### src/rtl/lc4_div_iter.sv
// Iterative restoring divider for LC4 DIV/MOD: one quotient bit per clock through a shared cla16 subtractor.
// Latency: result_valid on the WIDTH-th edge after accept (1st edge under LC4_DIV_EARLY_EXIT_EN for trivial cases).
// Backpressure: result is held in DONE until result_ready; start_valid is ignored unless start_ready is high.

module cla16 (
  input  logic [15:0] a,
  input  logic [15:0] b,
  input  logic        cin,
  output logic [15:0] sum,
  output logic        cout
);
  logic [15:0] g, p, c;
  logic [3:0]  gg, gp;
  logic [4:0]  gc;

  assign g = a & b;
  assign p = a ^ b;

  always_comb begin
    gg = '0;
    gp = '0;
    for (int i = 0; i < 4; i++) begin
      gg[i] = g[4*i+3] | (p[4*i+3] & g[4*i+2]) | (p[4*i+3] & p[4*i+2] & g[4*i+1])
            | (p[4*i+3] & p[4*i+2] & p[4*i+1] & g[4*i]);
      gp[i] = &p[4*i +: 4];
    end
  end

  // Second-level lookahead across the four nibble groups.
  assign gc[0] = cin;
  assign gc[1] = gg[0] | (gp[0] & cin);
  assign gc[2] = gg[1] | (gp[1] & gg[0]) | (gp[1] & gp[0] & cin);
  assign gc[3] = gg[2] | (gp[2] & gg[1]) | (gp[2] & gp[1] & gg[0]) | (gp[2] & gp[1] & gp[0] & cin);
  assign gc[4] = gg[3] | (gp[3] & gg[2]) | (gp[3] & gp[2] & gg[1]) | (gp[3] & gp[2] & gp[1] & gg[0])
               | (gp[3] & gp[2] & gp[1] & gp[0] & cin);

  always_comb begin
    c = '0;
    for (int i = 0; i < 4; i++) begin
      c[4*i]   = gc[i];
      c[4*i+1] = g[4*i] | (p[4*i] & gc[i]);
      c[4*i+2] = g[4*i+1] | (p[4*i+1] & g[4*i]) | (p[4*i+1] & p[4*i] & gc[i]);
      c[4*i+3] = g[4*i+2] | (p[4*i+2] & g[4*i+1]) | (p[4*i+2] & p[4*i+1] & g[4*i])
               | (p[4*i+2] & p[4*i+1] & p[4*i] & gc[i]);
    end
  end

  assign sum  = p ^ c;
  assign cout = gc[4];
endmodule

module lc4_div_iter #(
  parameter int WIDTH = 16
) (
  input  logic             clk,
  input  logic             rst_n,
  input  logic             start_valid,
  output logic             start_ready,
  input  logic [WIDTH-1:0] dividend,
  input  logic [WIDTH-1:0] divisor,
  output logic             result_valid,
  input  logic             result_ready,
  output logic [WIDTH-1:0] quotient,
  output logic [WIDTH-1:0] remainder,
  output logic             busy
);
  localparam int CW = $clog2(WIDTH) + 1;
  localparam logic [CW-1:0] LAST = CW'(WIDTH - 1);

  typedef enum logic [1:0] {IDLE, RUN, DONE} state_t;

  state_t          state;
  logic [CW-1:0]   count;
  logic [WIDTH-1:0] rem, quo, dreg;
  logic            dz, early;

  // Shifted partial remainder keeps its carry-out bit so rem >= 2^(WIDTH-1) still divides correctly.
  logic [WIDTH:0]   shifted;
  logic [WIDTH-1:0] diff;
  logic             nb;
  logic [WIDTH-1:0] quo_nxt, rem_nxt;
  logic             early_acc;

  assign shifted = {rem, quo[WIDTH-1]};

  generate
    if (WIDTH == 16) begin : g_cla
      logic c16;
      cla16 u_cla (
        .a    (shifted[15:0]),
        .b    (~dreg),
        .cin  (1'b1),
        .sum  (diff),
        .cout (c16)
      );
      // Bit 16 of ~{0,dreg} is 1, so the carry out of bit 16 is shifted[16] | c16.
      assign nb = shifted[16] | c16;
    end else begin : g_gen
      logic [WIDTH+1:0] t;
      assign t    = {1'b0, shifted} + {1'b0, ~{1'b0, dreg}} + (WIDTH+2)'(1);
      assign diff = t[WIDTH-1:0];
      assign nb   = t[WIDTH+1];
    end
  endgenerate

  assign quo_nxt = {quo[WIDTH-2:0], nb};
  assign rem_nxt = nb ? diff : shifted[WIDTH-1:0];

`ifdef LC4_DIV_EARLY_EXIT_EN
  assign early_acc = (divisor == '0) || (dividend < divisor);
`else
  assign early_acc = 1'b0;
`endif

  always_ff @(posedge clk or negedge rst_n) begin
    if (!rst_n) begin
      state        <= IDLE;
      count        <= '0;
      rem          <= '0;
      quo          <= '0;
      dreg         <= '0;
      dz           <= 1'b0;
      early        <= 1'b0;
      start_ready  <= 1'b1;
      result_valid <= 1'b0;
      busy         <= 1'b0;
      quotient     <= '0;
      remainder    <= '0;
    end else begin
      case (state)
        IDLE: begin
          if (start_valid && start_ready) begin
            quo         <= dividend;
            dreg        <= divisor;
            rem         <= '0;
            dz          <= (divisor == '0);
            early       <= early_acc;
            // Early exit parks the counter on its last step so DONE follows on the next edge.
            count       <= early_acc ? LAST : '0;
            start_ready <= 1'b0;
            busy        <= 1'b1;
            state       <= RUN;
          end
        end
        RUN: begin
          rem   <= rem_nxt;
          quo   <= quo_nxt;
          count <= count + 1'b1;
          if (count == LAST) begin
            state        <= DONE;
            busy         <= 1'b0;
            result_valid <= 1'b1;
            if (dz) begin
              quotient  <= '0;
              remainder <= '0;
            end else if (early) begin
              quotient  <= '0;
              remainder <= quo;
            end else begin
              quotient  <= quo_nxt;
              remainder <= rem_nxt;
            end
          end
        end
        DONE: begin
          if (result_ready) begin
            result_valid <= 1'b0;
            start_ready  <= 1'b1;
            state        <= IDLE;
          end
        end
        default: state <= IDLE;
      endcase
    end
  end
endmodule

### config.mk
export PLATFORM = sky130hd
export DESIGN_NAME = lc4_div_iter
export DESIGN_NICKNAME = d
export VERILOG_FILES = /design/src/rtl/lc4_div_iter.sv
export SDC_FILE = /design/constraint.sdc
export NUM_CORES = 1
export LEC_CHECK = 0
export CORE_MARGIN = 1.5
export CORE_UTILIZATION = 35
export DETAILED_ROUTE_END_ITERATION = 10
export PLACE_DENSITY = 0.53
export SLEW_MARGIN = 0
export SYNTH_ARGS = -nofsm -noshare
export SYNTH_HDL_FRONTEND = slang
export SYNTH_SLANG_ARGS = --single-unit
### constraint.sdc
create_clock -name clk -period 4.9 [get_ports clk]
set_input_delay 0.49 -clock clk [delete_from_list [all_inputs] [get_ports clk]]
set_output_delay 0.49 -clock clk [all_outputs]
set_load 0.005 [all_outputs]
==> summary.txt, run 1 <==
Synthesis
  – Synthesized net count: 548
  – Yosys Warn Count: 0
  – Ys flop type: dfrtp_1
  – Async set or reset register ratio after synthesis: 100%
  – Register area share after synthesis: 48.8%
  – Mean Syn Cell Area: 9.53 um2
  – Post-Syn Instances: 490
  – Post-synthesis register bit count: 91
  – Cell Area, Synth: 0.00467 mm2
  – Post-synth EDFFs: 0
  – Distinct cells, synth: 57

Floorplanning
  – Core area: 0.0131 mm2
  – Ports: 71
  – Die extent in x: 119 um
  – DIE HEIGHT: 119 um
  – Initial core utilization: 35.6%
  – # rows: 42
  – Die area: 0.0140 mm2

Clock tree
  – Max Root-Sink Buffers: 2
  – CTS sink cnt: 91
  – Post-CTS Setup Inserts: 0
  – Clock Latency Late Sink: 0.36 ns
  – Post-cts sizing count: 0
  – H-tree depth: 3
  – CTS tree: done
  – Root cell of the clock tree: clkbuf_16
  – Worst-path clk slew: 0.07 ns
  – Hold-fix buffers, CTS: 0
  – CTS Buf Count: 9

Setup path
  – Worst Setup SP: dreg[2]
  – CP max FO: 10
  – Worst Setup End Kind: flip-flop
  – Reg2reg start: dreg[2]
  – FF-to-FF path depth: 9
  – Critical path type: reg2reg
  – Critical path data required time: 5.17 ns
  – Crit Reg-Reg Endpoint: rem[8]
  – Critical path capture point: rem[8]
  – CP arrival: 3.40 ns
  – Startpoint Class: flip-flop
  – R2R setup slack: 1.76 ns

STA
  – Setup TNS: 0 ns
  – Hold WS: 0.0916 ns
  – Unrepaired setup endpoints after global routing: no
  – Worst Skew: 0.00962 ns
  – Slew Limit Fails: 0
  – Fin crit share: 64.0%
  – Fmax: 319 MHz
  – Worst slew pin tran: 0.854 ns
  – Relative slew slack: 42.9%
  – Final setup viols: 0
  – Final Hold Viols: 0
  – Minimum clock period: 3.14 ns

Hold path
  – Worst min path class: in2async

Layout
  – Synth-to-layout area growth: 24.8%
  – Non-filler cells, final: 735
  – Net count, final: 612
  – Proportion of layout cells with a drive suffix above 1: 7.87%
  – Antenna cell count: 0
  – Fill count: 1318
  – Area of the multi-input gates: 0.00217 mm2
  – Register area: 0.00228 mm2

Route
  – Initial DRT Pass Iterations: 5
  – Vias: 3684
  – Routed vias/inst: 5.01
  – DR iter-0 viols: 209
  – DR DRC count: 0
  – Routed Antenna Nets: 0
  – DRT Wirelength: 11300 um
  – DR WL/cell: 15.3 um

Global routing
  – Largest net degree at the start of global routing: 57
  – Total grt overflow: 0
  – Initial antenna violation count: 0
  – GR Util All Layers: 17.4%
  – Vias in the first global route: 3872
  – First-pass GRT wire length: 19400 um

Place
  – Final Wtd Congestion: 0.775
  – Dpl cells: 719
  – Final HPWL DP: 7740 um
  – IO Port Bufs: 70

Flow run
  – Max_cap viols: 0

Power
  – PwrDens: 598 mW/mm2
  – Leak: 2.64 nW
  – VDD IR max: 0.258 mV

Run status
  – Status: complete, no violations
power breakdown:
part,internal (W),leakage [nW],total (W),switching (W)
clock,0.000363,0.143,0.000678,0.000315
combinational,0.000745,1.33,0.00162,0.000879
sequential,0.00102,1.17,0.00119,0.000165
total,0.00213,2.64,0.00349,0.00136
area by class of cell:
type | count | area share (%)
repair buffers | 77 | 12.9
well taps | 176 | 3.78
clock inverters | 6 | 0.837
multi-input cells | 342 | 37.2
inverters | 33 | 2.12
flip-flops and latches | 91 | 39.1
clock buffers | 10 | 4.10
worst max-delay path, cell delays in order, from the launching register on:
cell and delay (ns):
dfrtp_1 0.33, inv_1 0.06, ha_1 0.33, o21ai_0 0.37
a22o_4 0.23, nor2_4 0.06, o41ai_4 0.80, buf_4 0.33
mux2_2 0.36, o21ai_0 0.16
through the flow:
stage | setup WS, ns | utilization (%) | power, W | area (um2)
after floorplan | 2.44 | - | 0.00232 | 4670
after global placement | 1.86 | 42.2 | 0.00280 | 5540
after detailed placement | 1.73 | 42.2 | 0.00283 | 5540
after CTS | 1.72 | 44.4 | 0.00353 | 5830
after global routing | 1.60 | 44.4 | 0.00380 | 5830
final | 1.76 | 44.4 | 0.00349 | 5830
cells in the final DEF (no fill, tap or decap), types with 3 or more instances in the layout:
cell             Yosys  final
nand2_1             90     90
dfrtp_1             90     90
clkdlybuf4s50_1      0     69
o21ai_0             56     56
inv_1               33     33
nand3_1             22     22
o21ai_1             19     19
ha_1                19     19
nand2b_1            16     16
a22oi_1             15     15
mux2i_1             12     12
nor2_1              10     10
a21oi_1              9      9
clkbuf_16            0      9
buf_4                0      8
xnor2_1              7      7
nor4_1               5      5
a21o_1               4      4
a31oi_1              4      4
o31ai_1              4      4
mux2_2               4      4
nand4_1              3      3
fa_1                 3      3
clkinv_4             0      3
metal layers:
| layer | GRT usage (%) | wire length (um) | vias up | share of wire (%) |
|---|---|---|---|---|
| met5 | 0 | 0 | - | 0 |
| met4 | 5.65 | 188 | 0 | 1.7 |
| met3 | 3.96 | 453 | 16 | 4.0 |
| met2 | 28.4 | 5160 | 74 | 46 |
| met1 | 23.0 | 5480 | 1757 | 49 |
| li1 | - | - | 1837 | - |
registers in the layout, summed over array words and instances, names as in the netlist, 2 cells and up:
signal,flops
dreg,16
quo,16
quotient,16
rem,16
remainder,16
count,5
state,2
kinds of logic after synthesis:
family	share of synthesized area, %
and+or+nand+nor	17.3
muxes	3.54
buffers and inverters	4.90
DFF	48.8
adders and majority gates	6.38
AOI/OAI and AO/OA	17.6
xor gates and xnor gates	1.50
Yosys cell counts, drive strengths merged, types with 2 or more instances:
library cell / number / area [um2]
a31oi: 4 / 25.0
clkbuf: 20 / 75.1
o21ai: 76 / 392
a2111oi: 2 / 17.5
inv: 33 / 124
or2: 2 / 12.5
nor3: 2 / 15.0
a21o: 4 / 30.0
a22oi: 15 / 113
mux2i: 12 / 120
and3: 3 / 23.8
a211oi: 2 / 15.0
nor2: 12 / 55.1
nand2b: 16 / 100
dfrtp: 90 / 2250
o31ai: 4 / 30.0
and4: 2 / 21.3
buf: 4 / 30.0
a221oi: 2 / 17.5
o211ai: 2 / 15.0
nor4: 5 / 31.3
ha: 19 / 238
nand3: 22 / 110
mux2: 4 / 45.0
o21a: 2 / 15.0
fa: 3 / 60.1
xnor2: 7 / 61.3
nand4: 5 / 52.6
nand2: 91 / 344
a21oi: 9 / 45.0
worst min-delay path by stage:
stage                   end  slack (ns)  depth (start not counted)
6_report            quo[10]        0.09                          1
5_1_grt             quo[11]        0.12                          1
4_1_cts        quotient[11]        0.11                          1
3_5_place_dp    quotient[6]        0.47                          2
3_3_place_gp   quotient[11]        0.46                          2
2_1_floorplan          busy        0.19                          0
Note: power is estimated with default switching activity, not from simulation.
==> run 2, diff against run 1 <==
clock period = 3.1 ns   (was 4.9 ns; I/O delays follow)
==> run 2 against run 1 <==
- die area unchanged
- clock power up 81%
- cell area up 1.2%
- hold slack worse by 0.089 ns
- non-clock buffer count up 4
- count of clock-buffer cells in the layout down 1
- worst setup slack worse by 1.3 ns
- total power up 64%
- wire length up 0.90%
- fmax up 19%
- combinational power up 60%
- critical path type unchanged
==> summary.txt, run 2 (synthesis gave the netlist of run 1 again) <==
Global routing
  – Initial antenna violation count: 0
  – Largest net degree at the start of global routing: 53
  – GR Util All Layers: 17.1%
  – Total grt overflow: 0
  – First-pass GRT wire length: 18900 um
  – Vias in the first global route: 3673

Clock tree
  – CTS Buf Count: 9
  – Root cell of the clock tree: clkbuf_16
  – Hold-fix buffers, CTS: 0
  – Post-CTS Setup Inserts: 0
  – Max Root-Sink Buffers: 2
  – Clock Latency Late Sink: 0.36 ns
  – Worst-path clk slew: 0.07 ns
  – Post-cts sizing count: 0
  – CTS tree: done
  – CTS sink cnt: 91
  – H-tree depth: 3

Layout
  – Antenna cell count: 0
  – Fill count: 1311
  – Net count, final: 616
  – Proportion of layout cells with a drive suffix above 1: 8.53%
  – Final Util: 44.9%
  – Most frequent cells in the layout: nand2_1, dfrtp_1, clkdlybuf4s50_1
  – Register area: 0.00228 mm2
  – Synth-to-layout area growth: 26.3%
  – Area of the multi-input gates: 0.00217 mm2

STA
  – Worst slew pin tran: 0.698 ns
  – Worst Skew: 0.00852 ns
  – Fin crit share: 85.3%
  – Final setup viols: 0
  – Fmax: 378 MHz
  – Final Hold Viols: 0
  – Unrepaired setup endpoints after global routing: no
  – Hold WS: 0.00268 ns
  – Minimum clock period: 2.64 ns
  – Slew Limit Fails: 0
  – Setup TNS: 0 ns
  – Relative slew slack: 53.5%

Setup path
  – Worst Setup SP: rem[1]
  – CP max FO: 12
  – Critical path type: reg2reg
  – CP arrival: 2.91 ns
  – Critical path capture point: remainder[8]
  – Reg2reg start: rem[1]
  – CP peak stage delay: 0.40 ns
  – R2R setup slack: 0.46 ns
  – Critical path data required time: 3.36 ns
  – FF-to-FF path depth: 8
  – Startpoint Class: flip-flop
  – CP max stage cell: dfrtp_1
  – Crit-path cells: ha_1 > o21ai_0 > a22o_4 > nor2_4 > o41ai_4 > buf_4 > mux2_2 > o21ai_0
  – Most used cell, CP: o21ai_0
  – Crit Reg-Reg Endpoint: remainder[8]
  – Worst Setup End Kind: flip-flop

Floorplanning
  – Core area: 0.0131 mm2
  – Initial core utilization: 35.6%
  – DIE HEIGHT: 119 um
  – # rows: 42
  – Die extent in x: 119 um
  – Die area: 0.0140 mm2
  – Ports: 71

Route
  – DR iter-0 viols: 142
  – Routed Antenna Nets: 0
  – Routed vias/inst: 5.03
  – Initial DRT Pass Iterations: 4
  – DR WL/cell: 15.4 um
  – DRT Wirelength: 11400 um
  – Vias: 3714
  – DR DRC count: 0

Power
  – VDD IR max: 0.379 mV
  – Leak: 2.68 nW
  – PwrDens: 967 mW/mm2

Place
  – IO Port Bufs: 70
  – Final HPWL DP: 7990 um
  – Final Wtd Congestion: 0.806

Run status
  – Status: complete, no violations

Flow run
  – Max_cap viols: 0

Hold path
  – Worst min path class: in2async
## run 2: cell count changes in the layout (fill, tap and decap cells not counted)
cell / delta
clkinv_2: -1
clkbuf_8: -1
clkinv_4: -2
inv_6: +2
buf_4: +4
bufinv_16: +2
## run 2: metrics by stage
step / worst slack (ns) / cells / power, W / cell area, um2
global placement: 0.580 / 723 / 0.00446 / 5570
floorplan: 0.639 / 490 / 0.00366 / 4670
global route: 0.305 / 739 / 0.00618 / 5900
finish: 0.456 / 739 / 0.00571 / 5900
CTS: 0.455 / 739 / 0.00577 / 5900
detailed placement: 0.469 / 723 / 0.00450 / 5570
## run 2: power breakdown
group / leakage, nW / internal [W] / switching [W]
combinational: 1.34 / 0.00120 / 0.00140
sequential: 1.17 / 0.00161 / 0.000271
clock: 0.161 / 0.000720 / 0.000506
## run 2: worst min-delay path by stage
stage / startpoint / slack, ns / cells past startpoint / endpoint
final: rst_n / 0.003 / 1 / quotient[13]
after global routing: rst_n / 0.05 / 1 / quo[13]
after CTS: rst_n / 0.03 / 1 / quo[9]
after detailed placement: rst_n / 0.41 / 1 / remainder[13]
after global placement: rst_n / 0.41 / 1 / remainder[12]
after floorplan: rst_n / 0.01 / 0 / busy
## run 2: cell type report
class | count | area share (%)
sequential | 91 | 38.6
clock inverter | 7 | 1.76
timing repair buffer | 81 | 13.2
inverter | 33 | 2.10
tap | 176 | 3.73
clock buffer | 9 | 3.82
multi-input combinational | 342 | 36.7
## run 2: routing by layer
layer | track usage [%] | up-vias | wire, um
met3 | 3.38 | 15 | 419
met4 | 7.53 | 0 | 254
met2 | 27.3 | 74 | 5240
met5 | 0 | - | 0
li1 | - | 1843 | -
met1 | 22.6 | 1782 | 5470
## run 2: worst max-delay path, delay by kind of cell (launching register included)
| family | cells | cell delay (ns) |
|---|---|---|
| multiplexers | 1 | 0.37 |
| AND/OR/NAND/NOR | 1 | 0.06 |
| flip-flops | 1 | 0.40 |
| buffers and inverters | 1 | 0.30 |
| adder cells (fa/ha/maj) | 1 | 0.32 |
| AO/OA/AOI/OAI | 4 | 1.08 |
==> run 3, diff against run 2 <==
CORE_MARGIN = 1   (was 1.5)
==> run 3 against run 2 <==
- via count grew 0.83%
- worst setup slack gained 0.096 ns
- fmax grew 3.8%
- the flow now finishes with violations (negative hold slack)
- critical endpoint is now rem[8]
- clock power shrank 7%
- register-to-register slack gained 0.096 ns
- highest routed layer unchanged
- total power shrank 1.6%
==> summary.txt, run 3 (synthesis gave the netlist of run 1 again) <==
Run status
  – Status: finished, violations left
  – Failing checks: negative hold slack

Place
  – Final Wtd Congestion: 0.797
  – IO Port Bufs: 70
  – Place WS: 0.513 ns
  – Final HPWL DP: 8040 um
  – Dpl cells: 720

Clock tree
  – H-tree depth: 3
  – CTS Buf Count: 9
  – CTS sink cnt: 91
  – Post-cts sizing count: 0
  – Post-CTS Setup Inserts: 0
  – Max Root-Sink Buffers: 2
  – Worst-path clk slew: 0.07 ns
  – Clock Latency Late Sink: 0.35 ns
  – CTS tree: done
  – Hold-fix buffers, CTS: 0
  – Root cell of the clock tree: clkbuf_16

STA
  – Relative slew slack: 55.6%
  – Setup ws final: 0.552 ns
  – Setup TNS: 0 ns
  – Slew Limit Fails: 0
  – Unrepaired setup endpoints after global routing: no
  – Final Hold Viols: 9
  – Fin crit share: 82.2%
  – Hold WS: -0.0194 ns
  – Final setup viols: 0
  – Worst slew pin tran: 0.666 ns
  – Fmax: 392 MHz
  – Worst Skew: 0.00903 ns
  – Minimum clock period: 2.55 ns

Layout
  – Most frequent cells in the layout: nand2_1, dfrtp_1, clkdlybuf4s50_1
  – Fill count: 1267
  – Non-filler cells, final: 736
  – Proportion of layout cells with a drive suffix above 1: 8.69%
  – Antenna cell count: 0
  – Net count, final: 617
  – Synth-to-layout area growth: 26.0%

Setup path
  – Crit Reg-Reg Endpoint: rem[8]
  – Crit path max-delay family: compound AO/OA/AOI/OAI gates
  – Startpoint Class: flip-flop
  – FF-to-FF path depth: 8
  – R2R setup slack: 0.55 ns
  – CP max FO: 9
  – Worst Setup End Kind: flip-flop
  – CP peak stage delay: 0.40 ns
  – Worst path bufs/invs: 1
  – CP max stage cell: dfrtp_1
  – Critical path data required time: 3.36 ns
  – Critical path type: reg2reg
  – Most used cell, CP: o21ai_0
  – CP arrival: 2.81 ns
  – Reg2reg start: rem[1]
  – Crit-path cells: ha_1 > o21ai_0 > a22o_4 > nor2_4 > o41ai_4 > buf_4 > mux2_2 > o21ai_0

Power
  – PwrDens: 954 mW/mm2
  – Net Sw Frac: 38.2%
  – Part of the power in combinational logic: 46.2%
  – Internal: 0.00347 W
  – Clk network pwr share: 20.4%
  – VDD IR max: 0.424 mV
  – Leak: 2.68 nW
  – Share of power burned in registers: 33.4%
  – Net Switching: 0.00215 W

Global routing
  – GR Util met2: 28.0%
  – Grt met3 use: 3.34%
  – GR Util met1: 23.2%
  – First-pass GRT wire length: 19300 um
  – Initial antenna violation count: 0
  – Vias in the first global route: 3801
  – GR Util All Layers: 17.4%
  – Total grt overflow: 0
  – Gr busiest metal: met2
  – Largest net degree at the start of global routing: 53

Floorplanning
  – Die extent in x: 118 um
  – Core area: 0.0128 mm2
  – Ports: 71
  – Initial core utilization: 36.4%
  – Die area: 0.0138 mm2
  – # rows: 41
  – DIE HEIGHT: 118 um

Route
  – DR DRC count: 0
  – Routed vias/inst: 5.09
  – DR iter-0 viols: 232
  – DR WL/cell: 15.2 um
  – Initial DRT Pass Iterations: 4
  – DRT Wirelength: 11200 um
  – Routed Antenna Nets: 0
  – Vias: 3745

Flow run
  – Max_cap viols: 0

Hold path
  – Worst min path class: in2async
[run 3: cell types whose count changed in the layout (fill, tap and decap cells not counted), sizes merged]
cell	change
clkbuf	+1
buf	+1
bufinv	-1
[run 3: final cells by class]
type                            count  area [um2]  share of cell area [%]
Multi-Input combinational cell    342        2170                    36.9
Sequential cell                    91        2280                    38.7
Tap cell                          172         215                    3.66
Clock buffer                       10         239                    4.06
Inverter                           33         124                    2.11
Clock inverter                      6        70.1                    1.19
Timing Repair Buffer               82         788                    13.4
[run 3: worst max-delay path by stage]
stage	slack (ns)	cells past startpoint	from	to
floorplan	0.64	8	rem[1]	rem[10]
global placement	0.62	8	rem[1]	remainder[4]
detailed placement	0.51	8	rem[1]	remainder[4]
CTS	0.53	8	rem[1]	rem[8]
global route	0.34	9	dreg[0]	rem[0]
finish	0.55	8	rem[1]	rem[8]
[run 3: through the flow]
| stage | util [%] | instance area [um2] | power, W |
|---|---|---|---|
| floorplan | - | 4670 | 0.00366 |
| global placement | 43.5 | 5570 | 0.00446 |
| detailed placement | 43.5 | 5570 | 0.00450 |
| CTS | 45.9 | 5880 | 0.00568 |
| global route | 45.9 | 5880 | 0.00609 |
| finish | 45.9 | 5880 | 0.00561 |
[run 3: routing by layer]
metal | vias to the layer above | part of all wire [%]
li1 | 1853 | -
met1 | 1797 | 48
met2 | 79 | 46
met3 | 16 | 3.4
met4 | 0 | 2.0
met5 | - | 0
[run 3: power by group through the flow]
stage | Combinational [W] | Clock (W) | Sequential [W]
finish | 0.00259 | 0.00114 | 0.00188
global route | 0.00293 | 0.00122 | 0.00194
CTS | 0.00262 | 0.00118 | 0.00188
detailed placement | 0.00260 | 0 | 0.00190
global placement | 0.00257 | 0 | 0.00189
floorplan | 0.00181 | 0 | 0.00185
